### src/rtl/trainer_pkg.sv
// ---------------------------------------------------------------------------
// trainer_pkg
// Shared definitions for the logic-trainer sweep sequencer:
//   - sweep_state_t : sequencer FSM states
//   - GATE_*        : gate select encodings understood by the gate block
//   - ROW_COUNT     : number of rows in a 2-input truth table
//   - is_last_row() : true when an index addresses the final table row
// ---------------------------------------------------------------------------
package trainer_pkg;

    typedef enum logic [2:0] {
        IDLE   = 3'd0,
        APPLY  = 3'd1,
        SAMPLE = 3'd2,
        WAIT   = 3'd3,
        DONE   = 3'd4
    } sweep_state_t;

    typedef logic [2:0] gate_sel_t;

    localparam gate_sel_t GATE_AND  = 3'b000;
    localparam gate_sel_t GATE_OR   = 3'b001;
    localparam gate_sel_t GATE_NOT  = 3'b010;
    localparam gate_sel_t GATE_NAND = 3'b011;
    localparam gate_sel_t GATE_NOR  = 3'b100;
    localparam gate_sel_t GATE_XOR  = 3'b101;
    localparam gate_sel_t GATE_XNOR = 3'b110;

    localparam int ROW_COUNT = 4;

    function automatic logic is_last_row(input logic [1:0] row);
        return row == 2'(ROW_COUNT - 1);
    endfunction

endpackage

### src/rtl/trainer_sweep_seq_if.sv
// ---------------------------------------------------------------------------
// trainer_sweep_seq_if
// Bundles the user controls and the gate-block connection of the sweep
// sequencer.
//   ena, step_btn, mode_auto, sel_in, y_in        : into the sequencer
//   a_out, b_out, sel_out, idx, truth_table,
//   table_valid                                   : out of the sequencer
// The captured table is named truth_table because "table" is a reserved
// word in SystemVerilog.
// Modports: master = sequencer side, slave = switches/gate-block side.
// ---------------------------------------------------------------------------
interface trainer_sweep_seq_if;
    import trainer_pkg::*;

    logic       ena;
    logic       step_btn;
    logic       mode_auto;
    gate_sel_t  sel_in;
    logic       y_in;
    logic       a_out;
    logic       b_out;
    gate_sel_t  sel_out;
    logic [1:0] idx;
    logic [3:0] truth_table;
    logic       table_valid;

    modport master (
        input  ena, step_btn, mode_auto, sel_in, y_in,
        output a_out, b_out, sel_out, idx, truth_table, table_valid
    );

    modport slave (
        output ena, step_btn, mode_auto, sel_in, y_in,
        input  a_out, b_out, sel_out, idx, truth_table, table_valid
    );

endinterface

### src/rtl/trainer_debounce.sv
// ---------------------------------------------------------------------------
// trainer_debounce
// Two-flop synchroniser followed by a counting debouncer for the manual
// step push-button. Emits a single-cycle pulse when the debounced level
// rises.
// Ports:
//   clk        : rising-edge clock
//   rst        : synchronous active-high reset
//   ena        : freezes counter and level when low (synchroniser keeps
//                sampling)
//   btn_async  : raw, asynchronous button input
//   step_pulse : 1-cycle pulse on the debounced rising edge
// Parameter DEBOUNCE_CYCLES: consecutive differing cycles needed before the
// debounced level follows the synchronised input.
// ---------------------------------------------------------------------------
module trainer_debounce #(
    parameter int DEBOUNCE_CYCLES = 4
) (
    input  logic clk,
    input  logic rst,
    input  logic ena,
    input  logic btn_async,
    output logic step_pulse
);

    localparam int CW = (DEBOUNCE_CYCLES > 1) ? $clog2(DEBOUNCE_CYCLES + 1) : 1;

    logic          sync_1;
    logic          sync_2;
    logic          level;
    logic [CW-1:0] stable_cnt;

    // The synchroniser is not gated by ena so that a stale metastable sample
    // is never presented when the block is re-enabled.
    always_ff @(posedge clk) begin
        if (rst) begin
            sync_1 <= 1'b0;
            sync_2 <= 1'b0;
        end else begin
            sync_1 <= btn_async;
            sync_2 <= sync_1;
        end
    end

    // Count cycles on which the synchronised input disagrees with the
    // accepted level; any agreeing cycle (a bounce) restarts the count.
    // The pulse is registered together with the level flip.
    always_ff @(posedge clk) begin
        if (rst) begin
            level      <= 1'b0;
            stable_cnt <= '0;
            step_pulse <= 1'b0;
        end else if (!ena) begin
            step_pulse <= 1'b0;
        end else if (sync_2 != level) begin
            if (stable_cnt == CW'(DEBOUNCE_CYCLES - 1)) begin
                level      <= sync_2;
                stable_cnt <= '0;
                step_pulse <= sync_2;
            end else begin
                stable_cnt <= stable_cnt + 1'b1;
                step_pulse <= 1'b0;
            end
        end else begin
            stable_cnt <= '0;
            step_pulse <= 1'b0;
        end
    end

endmodule

### src/rtl/trainer_sweep_seq.sv
// ---------------------------------------------------------------------------
// trainer_sweep_seq
// Walks a 2-input gate block through its four input combinations, one per
// step event, and captures the returned result into a 4-bit truth table.
// Ports:
//   clk : rising-edge clock
//   rst : synchronous active-high reset, overrides everything
//   bus : trainer_sweep_seq_if.master
//         inputs  ena, step_btn, mode_auto, sel_in, y_in
//         outputs a_out, b_out, sel_out, idx, truth_table, table_valid
// Parameters:
//   DEBOUNCE_CYCLES : button debounce length
//   AUTO_DIV        : cycles between automatic step events
// Build option TRAINER_AUTO_STEP_EN: when defined, a prescaler generates a
// step event every AUTO_DIV enabled cycles while mode_auto=1 and the button
// is ignored in that mode. When undefined, mode_auto has no effect and only
// the button produces step events.
// ---------------------------------------------------------------------------
module trainer_sweep_seq
    import trainer_pkg::*;
#(
    parameter int DEBOUNCE_CYCLES = 4,
    parameter int AUTO_DIV        = 16
) (
    input  logic                 clk,
    input  logic                 rst,
    trainer_sweep_seq_if.master  bus
);

    logic         btn_evt;
    logic         step_evt;
    sweep_state_t state;
    logic [1:0]   idx_q;
    gate_sel_t    sel_q;
    logic [3:0]   table_q;
    logic         valid_q;
    logic         sel_changed;

    trainer_debounce #(
        .DEBOUNCE_CYCLES (DEBOUNCE_CYCLES)
    ) u_debounce (
        .clk        (clk),
        .rst        (rst),
        .ena        (bus.ena),
        .btn_async  (bus.step_btn),
        .step_pulse (btn_evt)
    );

`ifdef TRAINER_AUTO_STEP_EN
    localparam int PW = (AUTO_DIV > 1) ? $clog2(AUTO_DIV) : 1;

    logic [PW-1:0] presc;
    logic          auto_evt;

    assign auto_evt = bus.ena && bus.mode_auto && (presc == PW'(AUTO_DIV - 1));
    assign step_evt = bus.mode_auto ? auto_evt : btn_evt;

    // Leaving auto mode always restarts the prescaler so the first automatic
    // event after re-entry comes a full AUTO_DIV cycles later.
    always_ff @(posedge clk) begin
        if (rst || !bus.mode_auto) begin
            presc <= '0;
        end else if (bus.ena) begin
            if (presc == PW'(AUTO_DIV - 1)) begin
                presc <= '0;
            end else begin
                presc <= presc + 1'b1;
            end
        end
    end
`else
    logic           unused_mode_auto;
    localparam int  unused_auto_div = AUTO_DIV;

    assign unused_mode_auto = bus.mode_auto;
    assign step_evt         = btn_evt;
`endif

    assign sel_changed = (bus.sel_in != sel_q);

    // Sweep FSM. Step events arriving in APPLY or SAMPLE are simply not
    // looked at, so they are dropped rather than queued. A select change
    // during an active sweep abandons it; in DONE the table is kept.
    always_ff @(posedge clk) begin
        if (rst) begin
            state   <= IDLE;
            idx_q   <= '0;
            sel_q   <= '0;
            table_q <= '0;
            valid_q <= 1'b0;
        end else if (bus.ena) begin
            case (state)
                IDLE: begin
                    if (step_evt) begin
                        sel_q   <= bus.sel_in;
                        idx_q   <= '0;
                        table_q <= '0;
                        state   <= APPLY;
                    end
                end
                APPLY: begin
                    if (sel_changed) begin
                        table_q <= '0;
                        idx_q   <= '0;
                        state   <= IDLE;
                    end else begin
                        state   <= SAMPLE;
                    end
                end
                SAMPLE: begin
                    if (sel_changed) begin
                        table_q <= '0;
                        idx_q   <= '0;
                        state   <= IDLE;
                    end else begin
                        table_q[idx_q] <= bus.y_in;
                        if (is_last_row(idx_q)) begin
                            valid_q <= 1'b1;
                            state   <= DONE;
                        end else begin
                            idx_q   <= idx_q + 1'b1;
                            state   <= WAIT;
                        end
                    end
                end
                WAIT: begin
                    if (sel_changed) begin
                        table_q <= '0;
                        idx_q   <= '0;
                        state   <= IDLE;
                    end else if (step_evt) begin
                        state   <= APPLY;
                    end
                end
                DONE: begin
                    if (step_evt) begin
                        table_q <= '0;
                        idx_q   <= '0;
                        sel_q   <= bus.sel_in;
                        valid_q <= 1'b0;
                        state   <= APPLY;
                    end
                end
                default: begin
                    table_q <= '0;
                    idx_q   <= '0;
                    valid_q <= 1'b0;
                    state   <= IDLE;
                end
            endcase
        end
    end

    assign bus.a_out       = idx_q[0];
    assign bus.b_out       = idx_q[1];
    assign bus.idx         = idx_q;
    assign bus.sel_out     = sel_q;
    assign bus.truth_table = table_q;
    assign bus.table_valid = valid_q;

endmodule

### src/flat_wrapper.sv
// flat-port wrapper written by rule: the top's interface ports become plain ports
module trainer_sweep_seq_flat import trainer_pkg::*;
#(
    parameter int DEBOUNCE_CYCLES = 4,
    parameter int AUTO_DIV        = 16
)
  (clk, rst, bus_ena, bus_step_btn, bus_mode_auto, bus_sel_in, bus_y_in, bus_a_out, bus_b_out, bus_sel_out, bus_idx, bus_truth_table, bus_table_valid);
  trainer_sweep_seq_if bus_i ();
  input  logic clk;
  input  logic rst;
  input wire logic [$bits(bus_i.ena)-1:0] bus_ena;
  input wire logic [$bits(bus_i.step_btn)-1:0] bus_step_btn;
  input wire logic [$bits(bus_i.mode_auto)-1:0] bus_mode_auto;
  input wire logic [$bits(bus_i.sel_in)-1:0] bus_sel_in;
  input wire logic [$bits(bus_i.y_in)-1:0] bus_y_in;
  output wire logic [$bits(bus_i.a_out)-1:0] bus_a_out;
  output wire logic [$bits(bus_i.b_out)-1:0] bus_b_out;
  output wire logic [$bits(bus_i.sel_out)-1:0] bus_sel_out;
  output wire logic [$bits(bus_i.idx)-1:0] bus_idx;
  output wire logic [$bits(bus_i.truth_table)-1:0] bus_truth_table;
  output wire logic [$bits(bus_i.table_valid)-1:0] bus_table_valid;
  assign bus_i.ena = bus_ena;
  assign bus_i.step_btn = bus_step_btn;
  assign bus_i.mode_auto = bus_mode_auto;
  assign bus_i.sel_in = bus_sel_in;
  assign bus_i.y_in = bus_y_in;
  assign bus_a_out = bus_i.a_out;
  assign bus_b_out = bus_i.b_out;
  assign bus_sel_out = bus_i.sel_out;
  assign bus_idx = bus_i.idx;
  assign bus_truth_table = bus_i.truth_table;
  assign bus_table_valid = bus_i.table_valid;
  trainer_sweep_seq #(.DEBOUNCE_CYCLES(DEBOUNCE_CYCLES), .AUTO_DIV(AUTO_DIV)) u_core (.clk(clk), .rst(rst), .bus(bus_i));
endmodule
### config.mk
export PLATFORM = sky130hd
export DESIGN_NAME = trainer_sweep_seq_flat
export DESIGN_NICKNAME = d
export VERILOG_FILES = /design/src/rtl/trainer_pkg.sv /design/src/rtl/trainer_sweep_seq_if.sv /design/src/rtl/trainer_debounce.sv /design/src/rtl/trainer_sweep_seq.sv /design/src/flat_wrapper.sv
export SDC_FILE = /design/constraint.sdc
export NUM_CORES = 1
export LEC_CHECK = 0
export BUFFER_PORTS_ARGS = -buffer_cell sky130_fd_sc_hd__buf_4
export CORE_MARGIN = 4
export CORE_UTILIZATION = 26
export DETAILED_ROUTE_END_ITERATION = 6
export SLEW_MARGIN = 0
export SYNTH_ARGS = -nofsm -noshare
export SYNTH_HDL_FRONTEND = slang
export SYNTH_SLANG_ARGS = --single-unit
### constraint.sdc
create_clock -name clk -period 1.6 [get_ports clk]
set_input_delay 0.32 -clock clk [delete_from_list [all_inputs] [get_ports clk]]
set_output_delay 0.32 -clock clk [all_outputs]
set_load 0.01 [all_outputs]
==> metrics.md, run 1 <==
| Metric | Value |
|---|---|
| Critical path launch point type | flop |
| Critical path peak fanout | 4 |
| Tot GR Track Use | 9.10% |
| Routed wire per std cell | 12.1 µm |
| Synth area leader | dfxtp_1 |
| I/O Buffers | 19 |
| DRT Wirelength | 2300 µm |
| Seq cells post-synth | 20 |
| Critical path required time | 1790 ps |
| Syn-to-layout area delta | 28.8% |
| Final Hold Viols | 0 |
| Max Cap Viol | 0 |
| Register area share after synthesis | between 30% and 40% |
| Slew @ Worst Pin | 338 ps |
| Filler cells | 392 |
| Die ar. | 4960 µm² |
| Gate Count Post-Synth | 116 |
| Cell with the most instances after synthesis | dfxtp_1 |
| GRT Residual Overflow | 0 |
| Setup Crit Path Kind | reg2reg |
| Max Freq | 656 MHz |
| Number of diodes | 0 |
| Reg clk slew, reported paths | 70 ps |
| Slew margin rel. | 77.4% |
| CTS sink count | 20 |
| Largest net degree at the start of global routing | 21 |
| Synth top area share | 39.5% |
| Final Cycle Share | 95.2% |
| CTS buffer count | 3 |
| Number of synthesis warnings | 0 |
| Largest cells by area after synthesis | dfxtp_1 40%, ha_1 6.2%, a21oi_1 4.4%, a32o_1 4.0%, nand2_1 3.7% |
| Post-Syn Area per Cell | 8.74 µm² |
| Final setup viols | 0 |
| Number of DRC markers in iteration 0 | between 40 and 50 |
| RSZ-0062 raised after global routing | true |
| Clk buf depth | 2 |
| Worst hold path type | in2reg |
| Main synth FF type | dfxtp_1 |
| H-tree Lvls | 1 |
| Final Max Tran Viols | 0 |
| Synth cell types | 32 |
| Post-layout util | 35.1% |
| Pwr dens | approximately 690 nW/µm² |
| DR pass1 iterations | 4 |
| Critical Path AT | 1720 ps |
| Most common library cells after synthesis | 20 x dfxtp_1, 10 x nand2_1, 9 x a21oi_1 |
| Layout Nets | 158 |
| Post-synth ARST share | 0% |
| HPWL Detailed | between 1500 and 2000 µm |
| Row cnt | 22 |
| CP endpoint kind | flop |
| Layout cells sized above 1 | 26.8% |
| Synthesized Nets | 130 |
| Die height | about 70 µm |
| Via density | 4.84 |
| Setup Skew | between 7 and 8 ps |
| Core footprint | approximately 3700 µm² |
| Vias in the first global route | 860 |
| Top Ports | 21 |
| Worst VDD drop | between 0.2 and 0.3 mV |
| Worst-skew pair later-pin latency | 250 ps |
| Post-synth EDFFs | 0 |
| Routed Antenna Nets | 0 |
| Routability cong. | 0.750 |
| Vias | 919 |
| Lkg Pwr | 0.000534 µW |
| Root Driver | clkbuf_8 |
| First-pass GRT wire length | 3710 µm |
| Outcome | finished clean |
| Worst hold slack | between 200 and 300 ps |
| Pwr Total | 905 µW |
| Initial Util | between 20 and 30% |
| Post-Syn Area | 1010 µm² |
| Detailed-route DRC error count | 0 |
| CTS tree | yes |
| Die X | 70.4 µm |
| Initial antenna violation count | 0 |
| Fin crit period | 1520 ps |
[cells by family after synthesis]
family          synth area share, %
xor+xnor                       3.46
mux                            2.96
simple gates                   24.0
buf+inv                        6.54
fa+ha+maj                      6.17
compound gates                 17.4
flops                          39.5
[per-stage QoR]
| step | setup TNS [ps] | setup slack (ps) | std cells | area, µm² |
|---|---|---|---|---|
| after floorplan | 0 | 34.1 | 116 | 1010 |
| after global placement | -173 | -71.3 | 186 | 1250 |
| after detailed placement | -217 | -87.8 | 186 | 1250 |
| after CTS | 0 | 57.9 | 189 | 1300 |
| after global routing | -22.8 | -18.7 | 190 | 1310 |
| final | 0 | 76.7 | 190 | 1310 |
[layer usage]
layer,vias up,share of wire (%),track usage (%)
met1,429,48,12.1
li1,463,-,-
met4,0,1.3,4.47
met2,25,45,13.7
met5,-,0,0
met3,2,5.3,2.01
[layout make-up]
class	instances	area (µm²)	share of cell area, %
clock buffers	3	41.3	3.16
inverters	8	30.0	2.30
multi-input cells	81	547	41.9
flip-flops and latches	20	402	30.8
well taps	48	60.1	4.60
repair buffers	30	225	17.3
[registers in the layout (all words and copies together) (netlist names)]
| name | cells |
|---|---|
| u_core.state | 3 |
| u_core.u_debounce.sync_2 | 1 |
| u_core.bus.table_valid | 1 |
| u_core.bus.truth_table | 4 |
| u_core.u_debounce.level | 1 |
| u_core.u_debounce.step_pulse | 1 |
| u_core.bus.sel_out | 3 |
| u_core.bus.idx | 2 |
| u_core.u_debounce.sync_1 | 1 |
| u_core.u_debounce.stable_cnt | 3 |
[where the power goes]
group,total (µW),switching [µW],internal (µW)
Sequential,506,3.83,502
Combinational,79.0,43.9,35.0
Clock,320,153,167
[layout by cell type (no fill, tap or decap), types with 2 or more instances in the layout]
master,Yosys,final
nand2_1,10,10
a21o_1,2,2
dfxtp_1,20,19
ha_1,5,5
a21oi_1,9,9
xor2_1,3,3
nor3_1,6,6
nand3_1,5,5
nor2b_1,6,6
a211oi_1,2,2
o21ai_0,4,4
buf_4,2,30
nor2_1,7,7
clkbuf_8,0,3
nand4_1,2,2
a32o_1,4,4
inv_1,8,8
mux2i_1,3,3
[critical path: stages, from the launching register on]
cell and delay (ps):
dfxtp_2 340, xor2_1 170, or4_4 560, nor4_4 200, a32o_1 190
[final timing paths]
check / start / to / slack, ps / depth (start not counted)
worst max-delay path: u_core.bus.sel_out[2] / u_core.bus.truth_table[1] / 80 / 4
worst max register to register: u_core.bus.sel_out[2] / u_core.bus.truth_table[1] / 80 / 4
worst min-delay path: bus_step_btn / u_core.u_debounce.sync_1 / 280 / 2
worst min register to register: u_core.u_debounce.sync_1 / u_core.u_debounce.sync_2 / 450 / 1
[repair_timing]
action | 4_1_cts | 5_1_grt
buffers inserted | 0 | 1
hold buffers | 0 | 0
gates resized for setup | 0 | 1
cloned | 0 | 0
pin swaps | 1 | 1
endpoints found under the setup margin | 2 | 3
(Power assumes the default switching activity.)
==> inputs of run 2 (changes only) <==
--- a/config.mk
+++ b/config.mk
@@ -9,6 +9,7 @@
 export CORE_MARGIN = 4
 export CORE_UTILIZATION = 26
 export DETAILED_ROUTE_END_ITERATION = 6
+export REMOVE_ABC_BUFFERS = 1
 export SLEW_MARGIN = 0
 export SYNTH_ARGS = -nofsm -noshare
 export SYNTH_HDL_FRONTEND = slang
==> constraint.sdc (replaced) <==
create_clock -name clk -period 1.6 [get_ports clk]
set_input_delay 0.16 -clock clk [delete_from_list [all_inputs] [get_ports clk]]
set_output_delay 0.16 -clock clk [all_outputs]
set_load 0.01 [all_outputs]
==> metrics.md, run 2 (synthesis gave the netlist of run 1 again) <==
| Metric | Value |
|---|---|
| Top Ports | 21 |
| Vias | a little under 900 |
| Worst hold path type | in2reg |
| Root Driver | clkbuf_8 |
| Fin crit period | roughly 1500 ps |
| Detailed-route DRC error count | 0 |
| I/O Buffers | 19 |
| Max Cap Viol | 0 |
| Number of diodes | 0 |
| Final Cycle Share | between 90% and 100% |
| Critical path launch point type | flop |
| Routed Antenna Nets | 0 |
| Setup TNS | 0 ps |
| Max Freq | 649 MHz |
| Lkg Pwr | 0.000527 µW |
| Tot GR Track Use | 9.60% |
| Max incr delay on CP | 570 ps |
| Vias in the first global route | 887 |
| Commonest non-fill, non-tap cell in the layout | buf_4 |
| Post-CTS setup buffer count | 0 |
| WHS Path Cells | 2 |
| CTS tree | yes |
| Final Max Tran Viols | 0 |
| Layout Nets | 155 |
| Routability cong. | 0.835 |
| Die height | 70.4 µm |
| Final setup viols | 0 |
| Die X | 70.4 µm |
| Clk buf depth | 2 |
| Post-Layout Cell Count | about 190 |
| Pwr Total | 952 µW |
| Setup Skew | around 5.5 ps |
| RR Endpoint | u_core.bus.truth_table[1] |
| Critical path peak fanout | 4 |
| Fin area | around 1300 µm² |
| Core footprint | around 3700 µm² |
| DR pass1 iterations | 4 |
| Worst hold slack | roughly 110 ps |
| H-tree Lvls | 1 |
| Slew @ Worst Pin | between 300 and 400 ps |
| Placed cell areas | approximately 1200 µm² |
| Die ar. | 4960 µm² |
| Critical Path AT | 1740 ps |
| CTS sink count | 20 |
| Critical path required time | 1800 ps |
| Reg clk slew, reported paths | approximately 70 ps |
| DRT Wirelength | ~2300 µm |
| Setup slack, reg-to-reg | 60 ps |
| Largest net degree at the start of global routing | 21 |
| Placed Cells | around 180 |
| First-pass GRT wire length | 3930 µm |
| Slew margin rel. | approximately 77% |
| Max FFs per register | 4 |
| HPWL Detailed | 1750 µm |
| Via density | 4.75 |
| Hold Crit Endpoint | u_core.u_debounce.sync_1 |
| RSZ-0062 raised after global routing | false |
| Worst reg2reg path startpoint | u_core.bus.sel_out[2] |
| CTS buffer count | 3 |
| Worst VDD drop | 0.198 mV |
| Outcome | finished clean |
| Pwr dens | 735 nW/µm² |
| Launch point of the worst hold path | bus_step_btn |
| Layout cells sized above 1 | 25.0% |
| Commonest cells after routing, fill and taps aside | 27 x buf_4, 20 x dfxtp_1, 10 x nand2_1, 9 x a21oi_1, 8 x inv_1 |
| Initial Util | 27.3% |
| Number of DRC markers in iteration 0 | 59 |
| Routed wire per std cell | 12.2 µm |
| Syn-to-layout area delta | 27.8% |
| GRT Residual Overflow | 0 |
| Initial antenna violation count | 0 |
| Crit path cell chain | xor2_1 -> or4_4 -> nor4_4 -> a32o_1 |
| CP endpoint kind | flop |
| Row cnt | 22 |
| Worst-skew pair later-pin latency | 250 ps |
| Slowest CP cell | or4_4 |
| Final Hold Viols | 0 |
| Reg2Reg Depth | 4 |
| Setup Crit Path Kind | reg2reg |
-- run 2: cell count changes in the layout (fill, tap and decap cells not counted), sizes merged --
cell,change
buf,-3
clkbuf,+1
-- run 2: what timing repair did --
action	in CTS	in global routing
endpoints found under the setup margin	2	0
gates resized for setup	0	0
hold buffers	0	0
-- run 2: worst max-delay path, delay by kind of cell, from the launching register on --
kind / cells / cell delay [ps]
and+or+nand+nor: 2 / 770
AOI/OAI and AO/OA: 1 / 210
xor gates and xnor gates: 1 / 190
DFF: 1 / 320
-- run 2: per-layer routing --
metal | wire, µm | track usage, %
met1 | 1080 | 11.9
met2 | 1100 | 16.1
met3 | 110 | 2.30
met4 | 0 | 3.19
met5 | 0 | 0
-- run 2: through the flow --
| stage | utilization [%] | setup slack, ps |
|---|---|---|
| 2_1_floorplan | - | 34.0 |
| 3_3_place_gp | 33.4 | 32.0 |
| 3_5_place_dp | 33.4 | -10.4 |
| 4_1_cts | 34.8 | 52.1 |
| 5_1_grt | 34.8 | 6.62 |
| 6_report | 34.8 | 59.8 |
-- run 2: final cells by class --
class / count / area [µm²]
clock buffers: 4 / 55.1
inverters: 8 / 30.0
well taps: 48 / 60.1
flip-flops and latches: 20 / 400
repair buffers: 27 / 203
fillers: 389 / 2420
multi-input cells: 81 / 547
-- run 2: worst max-delay path by stage --
| stage | from | endpoint | slack, ps | cells after the start |
|---|---|---|---|---|
| finish | u_core.bus.sel_out[2] | u_core.bus.truth_table[1] | 60 | 4 |
| global route | u_core.bus.sel_out[2] | u_core.bus.truth_table[0] | 7 | 4 |
| CTS | u_core.bus.sel_out[2] | u_core.bus.truth_table[1] | 50 | 4 |
| detailed placement | u_core.bus.sel_out[2] | u_core.bus.truth_table[1] | -10 | 4 |
| global placement | u_core.bus.sel_out[2] | u_core.bus.truth_table[1] | 30 | 4 |
| floorplan | u_core.bus.sel_out[2] | u_core.bus.truth_table[0] | 30 | 4 |
-- run 2: report_power, final --
group | internal [µW] | switching (µW)
registers | 502 | 2.56
clock network | 218 | 154
logic | 29.8 | 44.9
total | 750 | 201
==> inputs of run 3 (changes only) <==
--- a/config.mk
+++ b/config.mk
@@ -5,6 +5,7 @@
 export SDC_FILE = /design/constraint.sdc
 export NUM_CORES = 1
 export LEC_CHECK = 0
+export ABC_AREA = 1
 export BUFFER_PORTS_ARGS = -buffer_cell sky130_fd_sc_hd__buf_4
 export CORE_MARGIN = 4
 export CORE_UTILIZATION = 26
==> metrics.md, run 3 <==
| Metric | Value |
|---|---|
| DR pass1 iterations | 4 |
| Worst hold path type | in2reg |
| Synth area leader | dfxtp_1 |
| Slew margin rel. | between 80% and 90% |
| Final Cycle Share | around 86% |
| Lkg Pwr | 0.000616 µW |
| Proportion of power drawn by combinational gates | ~5.7% |
| Outcome | finished clean |
| Routability cong. | 0.803 |
| Layout cells sized above 1 | 19.1% |
| I/O Buffers | 19 |
| Critical path launch point type | flop |
| Top Ports | 21 |
| Max Cap Viol | 0 |
| Synth top area share | 35.6% |
| Reg clk slew, reported paths | 80 ps |
| Setup Crit Path Kind | reg2reg |
| Setup Skew | ~3.2 ps |
| Main synth FF type | dfxtp_1 |
| Row cnt | 23 |
| Number of DRC markers in iteration 0 | 55 |
| Placed cell areas | 1320 µm² |
| CP endpoint kind | flop |
| Hold Crit Endpoint | u_core.u_debounce.sync_1 |
| Final Hold Viols | 0 |
| Syn-to-layout area delta | 23.6% |
| Critical Path AT | 1530 ps |
| Post-CTS setup buffer count | 0 |
| Slew @ Worst Pin | 292 ps |
| Post-synth EDFFs | 0 |
| Die height | 73.8 µm |
| Worst VDD drop | ~0.53 mV |
| Critical path peak fanout | 9 |
| Worst-skew pair later-pin latency | between 200 and 300 ps |
| Switching Share | 19.7% |
| Die X | 73.8 µm |
| Routed wire per std cell | 9.82 µm |
| CTS Hold Bufs | 0 |
| Filler cells | 449 |
| First-pass GRT wire length | 4020 µm |
| RR Endpoint | u_core.bus.truth_table[0] |
| Core footprint | approximately 4100 µm² |
| Detailed-route DRC error count | 0 |
| Tot GR Track Use | under 10% |
| Final Max Tran Viols | 0 |
| Vias in the first global route | 929 |
| Slowest CP cell | dfxtp_1 |
| Seq cells post-synth | 20 |
| DRT Wirelength | between 2000 and 2500 µm |
| Post-Syn Area per Cell | 6.94 µm² |
| Die ar. | 5440 µm² |
| Max incr delay on CP | 360 ps |
| Fin area | between 1000 and 1500 µm² |
| Post-synth ARST share | 0% |
| Most common library cells after synthesis | 38 x nand2_1, 22 x inv_1, 20 x dfxtp_1 |
| GRT Residual Overflow | 0 |
| Setup slack, reg-to-reg | 220 ps |
| Final setup viols | 0 |
| Vias | 1039 |
| Max FFs per register | 4 |
| RSZ-0062 raised after global routing | false |
| Post-Syn Area | 1120 µm² |
| Number of synthesis warnings | 0 |
| Routed Antenna Nets | 0 |
| WHS Path Cells | 3 |
| Largest net degree at the start of global routing | 14 |
| P_sw | 211 µW |
| Worst reg2reg path startpoint | u_core.bus.sel_out[2] |
| Via density | between 4 and 5 |
| Launch point of the worst hold path | bus_step_btn |
| Max Freq | 727 MHz |
| H-tree Lvls | 1 |
| Post-CTS sizing | 0 |
| Fin crit period | 1380 ps |
| Largest cells by area after synthesis | dfxtp_1 36%, nand2_1 13%, inv_1 7.3%, a21oi_1 6.7%, nand3_1 6.2% |
| Register area share after synthesis | 35.6% |
| Synth cell types | 24 |
| Commonest non-fill, non-tap cell in the layout | nand2_1 |
| Setup TNS | 0 ps |
| Initial Util | 27.5% |
| CTS buffer count | 3 |
| Cell with the most instances after synthesis | nand2_1 |
| Critical path required time | 1760 ps |
| Gate Count Post-Synth | 162 |
| Crit path cell chain | xnor2_2 -> nand4_2 -> nand3_1 -> inv_1 -> a21oi_1 -> nor2_1 |
| Root Driver | clkbuf_8 |
| Reg2Reg Depth | 6 |
| Number of diodes | 0 |
| Internal | roughly 860 µW |
| CTS sink count | 20 |
| Layout Nets | 198 |
| Commonest cells after routing, fill and taps aside | 38 x nand2_1, 22 x inv_1, 21 x buf_4, 20 x dfxtp_1, 15 x a21oi_1 |
| Clock power share | 47.3% |
| Initial antenna violation count | 0 |
| Clk buf depth | 2 |
| Pwr dens | 769 nW/µm² |
| CTS tree | yes |
| Seq pwr share | 47.0% |
| HPWL Detailed | 1790 µm |
-- run 3: cell types whose count changed after synthesis, sizes merged, moves of 3 or more --
| cell | change |
|---|---|
| a21o | -3 |
| a21oi | +6 |
| a32o | -4 |
| inv | +16 |
| mux2i | -3 |
| nand2 | +28 |
| nand3 | +11 |
| nor2 | +10 |
| nor2b | -6 |
| o21ai | +6 |
-- run 3: worst max path at each step --
stage                     startpoint                         to  slack (ps)  depth (start not counted)
3_3_place_gp   u_core.bus.sel_out[2]  u_core.bus.truth_table[1]         270                          6
6_report       u_core.bus.sel_out[2]  u_core.bus.truth_table[0]         220                          6
2_1_floorplan      u_core.bus.idx[1]          u_core.bus.idx[1]         330                          7
3_5_place_dp   u_core.bus.sel_out[2]  u_core.bus.truth_table[1]         230                          6
4_1_cts        u_core.bus.sel_out[2]  u_core.bus.truth_table[1]         210                          6
5_1_grt              u_core.state[0]  u_core.bus.truth_table[0]          50                          7
-- run 3: logic make-up after synthesis --
logic type | share of synthesized area (%)
flip-flops | 35.6
buffers and inverters | 10.3
AND/OR/NAND/NOR | 32.0
XOR/XNOR | 3.00
adder cells (fa/ha/maj) | 5.56
AO/OA/AOI/OAI | 13.5
-- run 3: layout make-up --
type | count | area, µm² | area share (%)
sequential | 20 | 400 | 28.8
timing repair buffer | 21 | 158 | 11.3
inverter | 24 | 90.1 | 6.48
multi-input combinational | 114 | 608 | 43.7
tap | 50 | 62.6 | 4.50
clock inverter | 1 | 30.0 | 2.16
clock buffer | 3 | 41.3 | 2.97
-- run 3: stage by stage --
step	util (%)	cells	total power, µW	hold WS, ps	worst slack, ps
floorplan	-	158	544	229	328
global placement	32.3	229	575	365	273
detailed placement	32.3	229	576	373	231
CTS	34.0	233	1090	99.6	213
global route	34.0	233	1120	122	53.5
finish	34.0	233	1070	103	225
-- run 3: power groups by stage --
stage	clock network (µW)	registers (µW)	logic, µW
2_1_floorplan	0	514	30.8
3_3_place_gp	0	514	61.0
3_5_place_dp	0	514	61.9
4_1_cts	529	502	62.0
5_1_grt	548	502	70.3
6_report	505	502	61.2
-- run 3: metal layers --
layer | GRT usage [%] | vias to the layer above | share of wire [%] | wire length [µm]
met5 | 0 | - | 0 | 0
met3 | 3.15 | 2 | 6.6 | 151
met4 | 1.21 | 0 | 0.44 | 10
met1 | 12.7 | 453 | 48 | 1110
li1 | - | 565 | - | -
met2 | 14.2 | 19 | 45 | 1020
-- run 3: critical path, delay by kind of cell, from the launching register on --
family | cells | cell delay, ps
and+or+nand+nor | 3 | 490
AOI/OAI and AO/OA | 1 | 110
DFF | 1 | 360
buffers and inverters | 1 | 50
xor gates and xnor gates | 1 | 260
